===== config.mk =====
export PLATFORM = sky130hd
export DESIGN_NAME = fetch_unit
export DESIGN_NICKNAME = d
export VERILOG_FILES = /design/src/rtl/fetch_pkg.sv /design/src/rtl/next_pc.sv /design/src/rtl/fetch_unit.sv
export SDC_FILE = /design/constraint.sdc
export NUM_CORES = 1
export LEC_CHECK = 0
export ABC_AREA = 1
export CAP_MARGIN = 20
export CORE_MARGIN = 1
export CORE_UTILIZATION = 50
export DETAILED_ROUTE_END_ITERATION = 8
export GPL_ROUTABILITY_DRIVEN = 0
export PLACE_DENSITY = 0.86
export SLEW_MARGIN = 25
export SYNTH_ARGS = -nofsm -noshare
export SYNTH_HDL_FRONTEND = slang
export SYNTH_SLANG_ARGS = --single-unit

===== constraint.sdc =====
create_clock -name clk -period 2.65 [get_ports clk]
set_input_delay 0.53 -clock clk [delete_from_list [all_inputs] [get_ports clk]]
set_output_delay 0.53 -clock clk [all_outputs]
set_load 0.005 [all_outputs]

===== src/rtl/fetch_pkg.sv =====
// Shared types and default widths for the fetch stage.
package fetch_pkg;

  localparam int unsigned PC_W_DEF    = 10;
  localparam int unsigned INSTR_W_DEF = 9;
  localparam int unsigned OFF_W_DEF   = 8;
  localparam int unsigned CNT_W_DEF   = 16;

  typedef enum logic [1:0] {
    IDLE = 2'd0,
    LOAD = 2'd1,
    RUN  = 2'd2,
    HALT = 2'd3
  } fetch_state_t;

  localparam logic [INSTR_W_DEF-1:0] NOP_INSTR = '0;

endpackage


===== src/rtl/next_pc.sv =====
// Sequential/branch next-PC adder: pc + 1 + sext(offset) when taken, modulo 2^PC_W.
module next_pc
  import fetch_pkg::*;
#(
  parameter int unsigned PC_W  = PC_W_DEF,
  parameter int unsigned OFF_W = OFF_W_DEF
) (
  input  logic [PC_W-1:0]  pc,
  input  logic [OFF_W-1:0] offset,
  input  logic             take_branch,
  output logic [PC_W-1:0]  pc_nxt_c
);

  logic [PC_W-1:0] w_sext;
  logic [PC_W-1:0] w_disp;

  assign w_sext   = {{(PC_W-OFF_W){offset[OFF_W-1]}}, offset};
  assign w_disp   = take_branch ? w_sext : '0;
  assign pc_nxt_c = pc + PC_W'(1) + w_disp;

endmodule


===== src/rtl/fetch_unit.sv =====
// Fetch stage: start/halt sequencing, PC register, zero-latency fetch and retired-instruction counter.
module fetch_unit
  import fetch_pkg::*;
#(
  parameter int unsigned PC_W    = PC_W_DEF,
  parameter int unsigned INSTR_W = INSTR_W_DEF,
  parameter int unsigned OFF_W   = OFF_W_DEF,
  parameter int unsigned CNT_W   = CNT_W_DEF
) (
  input  logic               clk,
  input  logic               rst_n,
  input  logic               start,
  input  logic [PC_W-1:0]    start_pc,
  output logic [PC_W-1:0]    imem_addr,
  input  logic [INSTR_W-1:0] imem_data,
  output logic [INSTR_W-1:0] instr,
  output logic               run,
  input  logic               take_branch,
  input  logic [OFF_W-1:0]   offset,
  input  logic               done_i,
  output logic [PC_W-1:0]    pc,
  output logic               done_o,
  output logic [CNT_W-1:0]   instr_count
);

  fetch_state_t     r_state;
  fetch_state_t     w_state_nxt;
  logic [PC_W-1:0]  r_pc;
  logic [PC_W-1:0]  w_pc_nxt;
  logic [PC_W-1:0]  w_pc_seq;
  logic [CNT_W-1:0] r_cnt;
  logic [CNT_W-1:0] w_cnt_nxt;
  logic [CNT_W-1:0] w_cnt_inc;

  next_pc #(
    .PC_W  (PC_W),
    .OFF_W (OFF_W)
  ) u_next_pc (
    .pc          (r_pc),
    .offset      (offset),
    .take_branch (take_branch),
    .pc_nxt_c    (w_pc_seq)
  );

  // Counter sticks at all-ones instead of wrapping.
  assign w_cnt_inc = (r_cnt == '1) ? r_cnt : r_cnt + CNT_W'(1);

  always_ff @(posedge clk or negedge rst_n) begin
    if (!rst_n) begin
      r_state <= IDLE;
      r_pc    <= '0;
      r_cnt   <= '0;
    end else begin
      r_state <= w_state_nxt;
      r_pc    <= w_pc_nxt;
      r_cnt   <= w_cnt_nxt;
    end
  end

  // A restart request in RUN aborts the current instruction; it is neither counted nor advanced.
  always_comb begin
    w_state_nxt = r_state;
    w_pc_nxt    = r_pc;
    w_cnt_nxt   = r_cnt;
    unique case (r_state)
      IDLE: begin
        if (start) w_state_nxt = LOAD;
      end
      LOAD: begin
        w_pc_nxt  = start_pc;
        w_cnt_nxt = '0;
        if (!start) w_state_nxt = RUN;
      end
      RUN: begin
        if (start) begin
          w_state_nxt = LOAD;
        end else if (done_i) begin
          w_state_nxt = HALT;
          w_cnt_nxt   = w_cnt_inc;
        end else begin
          w_pc_nxt  = w_pc_seq;
          w_cnt_nxt = w_cnt_inc;
        end
      end
      HALT: begin
        if (start) w_state_nxt = LOAD;
      end
      default: w_state_nxt = IDLE;
    endcase
  end

  assign run         = (r_state == RUN);
  assign done_o      = (r_state == HALT);
  assign pc          = r_pc;
  assign imem_addr   = r_pc;
  assign instr       = run ? imem_data : INSTR_W'(NOP_INSTR);
  assign instr_count = r_cnt;

endmodule


==> flow_summary.ini, run 1 <==
[pwr]
irDropWorstVdd_uv = 515
totalPowerFinal_mw = 2.69
powerDensity_nw_per_um2 = 838
power.leakage_nw = 1.57

[routing]
via_count = 2537
drt_iter0_markers = 247
drc = 6
drtAntennaViolNets = 0
dr.pass1.iters = 6
avgRoutedWirePerCell_um = 13.4
drt-vias-per-instance = 5.33
routed_wl_mm = 6.38

[setup_path]
regToRegSetupSlack_ps = 530
cp.required_ps = 2120
reg2reg_to = instr_count[2]$_DFFE_PN0P_
worstPathArrival_ps = 1780
reg2reg_from = instr_count[0]$_DFFE_PN0P_
critical_path_class = flip-flop to output pin
r2r_cells = 8
crit_path_end_kind = output pin
start_kind = flip-flop
cp_max_fo = 13

[worst_hold_path]
min-delay-start = imem_addr[8]$_DFFE_PN0P_
worstHoldEndpoint = imem_addr[8]$_DFFE_PN0P_
worstHoldPathCells = 2
hp-class = flip-flop to flip-flop

[final_layout]
nets = 472
final_cell_mix = 109 x nand2_1, 78 x clkdlybuf4s50_1, 48 x nor2_1
area_growth_pct = 33.7
antenna_cells = 0
fillCellCount = 361
final_common_cell = nand2_1
drive_gt1_share_pct = 5.66

[floorplanning]
die_height_um = 71.4
start_util_pct = 53.7
row_count = 24
ioPinCount = 79
core_area_sq_um = 4470
dieArea_sq_um = 5090
die_width_um = 71.4

[cts]
cts.repair.resized = 0
cts_num_sinks = 28
clkTransAtPathRegs_ps = 100
htree_levels = 1
root_buffer = clkbuf_8
clock_latency_ps = 280
cts_buffers = 3
cts_hold_buf = 0
cts_buffer_depth = 2
cts_tree = done
cts_setup_buffers = 0

[timing]
clock_skew_ps = 4.21
post-route-period-util_pct = 87.2
rsz0062_at_grt = no
finalSetupViolations = 0
fin_setup_tns_ps = 0
max_freq_mhz = 433
hold_violations = 0
tightest_slew_ps = 610
slew_violations = 0
fin_crit_ps = 2310
relSlewSlack_pct = 59.1

[synthesis]
synthDistinctLibCells = 36
synth_compound_gate_area_share_pct = 8.06
synth_top_flop_cell = dfrtp_1
synth_simple_gate_area_share_pct = 36.5
syn-num-nets = 405
ys_warn_count = 0
synth-xor-area-share_pct = 4.01
synth_fa_ha_area_share_pct = 8.12
synthesis.area_sq_um = 2400
synth_seq_area_share_pct = 29.1
synthMuxAreaShare_pct = 0.937
syn_avg_cell_area_sq_um = 6.72
synth_top_family_by_area = simple AND/OR/NAND/NOR gates
syn_inst = 358
postSynth.asyncResetShare_pct = 100
synth_edf_count = 0
ys_seq_elements = 28

[run_status]
status = finished with violations
failed_checks = design-rule violations

[placement]
hpwl_mm = 4.69
portBuffers = 78

[global_route]
antenna_found_initial = 0
grt_overflow = 0
grt_max_degree = 29
grt_pass1_vias = 2524
grt_pass1_wl_mm = 10.9
grt_util_all_layers_pct = 26.6

[run]
maxCapViolCount = 0
==> critical path, stage by stage (launching register included) <==
cell and delay (ps):
dfrtp_1 440, inv_1 80, ha_1 160, buf_4 200, nand2_1 80, inv_1 60, clkdlybuf4s50_1 490
==> worst max path at each step <==
| stage | startpoint | to | slack (ps) | depth (start not counted) |
|---|---|---|---|---|
| 5_1_grt | r_state[0]$_DFFE_PN0P_ | instr[8] | 200 | 6 |
| 6_report | r_state[0]$_DFFE_PN0P_ | instr[2] | 340 | 6 |
| 3_3_place_gp | take_branch | imem_addr[8]$_DFFE_PN0P_ | 170 | 13 |
| 2_1_floorplan | take_branch | imem_addr[6]$_DFFE_PN0P_ | 720 | 12 |
| 4_1_cts | r_state[0]$_DFFE_PN0P_ | instr[2] | 320 | 6 |
| 3_5_place_dp | take_branch | imem_addr[8]$_DFFE_PN0P_ | 100 | 13 |
==> cell usage after synthesis (2+ instances only) <==
library cell    n  area share [%]
a21oi_1        13             2.7
buf_1           2            0.31
buf_2           2            0.42
buf_4          10             3.1
buf_6           3             1.4
clkbuf_1        3            0.47
dfrtp_1        28              29
ha_1           14             7.3
inv_1          47             7.3
nand2_1       109              17
nand2_2         3            0.78
nand3_1        29             6.0
nand3_2         2            0.83
nand4_1         4             1.0
nor2_1         48             7.5
nor3_1          5             1.0
o21ai_0         4            0.83
o21ai_2         5             1.8
xnor2_1         4             1.5
xor2_1          7             2.5
==> sequential cells by signal, indices dropped and copies added (netlist names) <==
name and flops:
instr_count 16, imem_addr 10, r_state 2
==> area by class of cell <==
cell class              count  area [sq um]  area share [%]
repair buffers             82           811            25.2
multi-input cells         262          1390            43.1
well taps                  52          65.1            2.02
clock inverters             1          30.0           0.934
inverters                  48           180            5.61
flip-flops and latches     28           701            21.8
clock buffers               3          41.3            1.28
==> cell families (layout without fill, tap and decap cells) <==
group / after synthesis / in the layout
adder cells (fa/ha/maj): 15 / 15
buffers and inverters: 68 / 134
AND/OR/NAND/NOR: 206 / 206
multiplexers: 1 / 1
XOR/XNOR: 11 / 11
AO/OA/AOI/OAI: 29 / 29
flip-flops: 28 / 28
==> layer usage <==
metal | share of wire, % | track usage [%]
met5 | 0 | 0
met4 | 1.2 | 9.56
met3 | 8.3 | 3.38
met2 | 48 | 45.7
met1 | 43 | 34.4
==> per-stage QoR <==
step	std cells	cell area [sq um]	hold WS, ps	setup slack, ps	util, %
after CTS	476	3210	571	323	71.8
final	476	3210	565	339	71.8
after floorplan	358	2400	234	717	-
after global placement	472	3140	529	166	70.2
after global routing	476	3210	585	196	71.8
after detailed placement	472	3140	541	103	70.2
==> power breakdown <==
group          leakage, nW  total [mW]  switching, mW  internal (mW)
logic                 1.17        1.68          0.886          0.790
registers            0.361       0.667          0.129          0.537
clock network       0.0357       0.352          0.150          0.203
Note: power is estimated with default switching activity, not from simulation.
==> run 2: changes to the inputs <==
--- a/config.mk
+++ b/config.mk
@@ -7,7 +7,7 @@
 export LEC_CHECK = 0
 export ABC_AREA = 1
 export CAP_MARGIN = 20
-export CORE_MARGIN = 1
+export CORE_MARGIN = 4
 export CORE_UTILIZATION = 50
 export DETAILED_ROUTE_END_ITERATION = 8
 export GPL_ROUTABILITY_DRIVEN = 0
==> run 2 against run 1 <==
Net effect:
- the run now ends clean
- die area is 18% higher
- highest routed layer unchanged
- clock skew is 3.3 ps higher
- clock power is 22% lower
- non-clock buffer count stayed put
- final area is 0.51% lower
- power is 3.1% lower
- maximum frequency is 1.3% higher
==> flow_summary.ini, run 2 (synthesized netlist as in run 1, its figures left out) <==
[routing]
avgRoutedWirePerCell_um = 13.0
drc = 0
drt_iter0_markers = 153
dr.pass1.iters = 4
drt-vias-per-instance = 5.20
drtAntennaViolNets = 0
via_count = 2474
routed_wl_mm = 6.19

[pwr]
powerDensity_nw_per_um2 = 817
power.leakage_nw = 1.56
irDropWorstVdd_uv = 501

[timing]
post-route-period-util_pct = 86.1
whs_ps = 556
max_freq_mhz = 438
relSlewSlack_pct = 59.7
hold_violations = 0
fin_setup_tns_ps = 0
tightest_slew_ps = 600
finalSetupViolations = 0
slew_violations = 0
fin_crit_ps = 2280
clock_skew_ps = 7.48
rsz0062_at_grt = no

[global_route]
grt_util_all_layers_pct = 20.8
grt_max_degree = 29
antenna_found_initial = 0
grt_pass1_wl_mm = 10.5
grt_overflow = 0
grt_pass1_vias = 2428

[floorplanning]
row_count = 24
core_area_sq_um = 4500
ioPinCount = 79
start_util_pct = 53.4
dieArea_sq_um = 5980
die_width_um = 77.4
die_height_um = 77.4

[cts]
cts_setup_buffers = 0
cts_hold_buf = 0
cts_buffer_depth = 2
cts_num_sinks = 28
clock_latency_ps = 280
htree_levels = 1
root_buffer = clkbuf_8
cts_buffers = 3
cts.repair.resized = 0
cts_tree = done
clkTransAtPathRegs_ps = 100

[final_layout]
largest_register_ff_count = 16
design_area_sq_um = 3200
fillCellCount = 386
area_growth_pct = 33.0
final_common_cell = nand2_1
final_cell_mix = 109 x nand2_1, 78 x clkdlybuf4s50_1, 48 x nor2_1
antenna_cells = 0
nets = 472
drive_gt1_share_pct = 5.66

[setup_path]
reg2reg_to = instr_count[10]$_DFFE_PN0P_
critical_path_class = primary input to flip-flop
regToRegSetupSlack_ps = 550
slowest_delay_ps = 560
crit_path_end_kind = flip-flop
r2r_cells = 8
cp.required_ps = 2830
reg2reg_from = instr_count[1]$_DFFE_PN0P_
crit_top_cell = nand2_1
cp_max_fo = 8
start_kind = primary input
crit_chain = clkdlybuf4s50_1 > nand2_1 > ha_1 > inv_1 > fa_1 > nand2_1 > nand2_1 > nand3b_1 > a21o_1 > nand3_1 > nand2_1 > nand2_1
worstPathArrival_ps = 2460
crit_path_top_delay_cell = clkdlybuf4s50_1

[worst_hold_path]
min-delay-start = imem_addr[8]$_DFFE_PN0P_
hp-class = flip-flop to flip-flop
worstHoldEndpoint = imem_addr[8]$_DFFE_PN0P_
worstHoldPathCells = 2

[placement]
hpwl_mm = 4.75
dpl_cell_area_sq_um = 3140
portBuffers = 78

[run_status]
status = completed

[run]
maxCapViolCount = 0
-- run 2: how the worst max path moves through the flow --
stage,startpoint,endpoint,slack [ps],cells after the start
global route,take_branch,imem_addr[7]$_DFFE_PN0P_,210,12
global placement,take_branch,imem_addr[8]$_DFFE_PN0P_,180,13
detailed placement,take_branch,imem_addr[8]$_DFFE_PN0P_,120,13
CTS,r_state[0]$_DFFE_PN0P_,instr[1],340,6
floorplan,take_branch,imem_addr[6]$_DFFE_PN0P_,720,12
finish,take_branch,imem_addr[6]$_DFFE_PN0P_,370,12
-- run 2: where the power goes --
| group | internal, mW | total [mW] | switching, mW | leakage (nW) |
|---|---|---|---|---|
| Combinational | 0.792 | 1.67 | 0.878 | 1.17 |
| Clock | 0.133 | 0.276 | 0.143 | 0.0288 |
| Sequential | 0.537 | 0.665 | 0.128 | 0.361 |
| Total | 1.46 | 2.61 | 1.15 | 1.56 |
-- run 2: layout make-up --
type | count | area [sq um] | share of cell area, %
multi-input cells | 262 | 1390 | 43.3
repair buffers | 82 | 811 | 25.4
flip-flops and latches | 28 | 701 | 21.9
inverters | 48 | 180 | 5.63
well taps | 52 | 65.1 | 2.03
clock buffers | 4 | 55.1 | 1.72
-- run 2: metal layers --
metal	track usage (%)	part of all wire [%]	vias to the layer above
li1	-	-	1248
met1	25.6	45	1127
met2	36.9	47	91
met3	3.82	5.8	8
met4	6.58	1.5	0
met5	0	0	-
-- run 2: stage by stage --
step / std cells / setup WS (ps) / power, mW / utilization (%)
final: 476 / 368 / 2.61 / 71.0
after global routing: 476 / 212 / 2.84 / 71.0
after CTS: 476 / 344 / 2.62 / 71.0
after detailed placement: 472 / 117 / 2.34 / 69.8
after global placement: 472 / 180 / 2.31 / 69.8
after floorplan: 358 / 717 / 1.75 / -
-- run 2: critical path, delay by kind of cell --
family                     cells  cell delay, ps
and+or+nand+nor                7             610
adders and majority gates      2             560
buffers and inverters          2             640
AOI/OAI and AO/OA              1             130
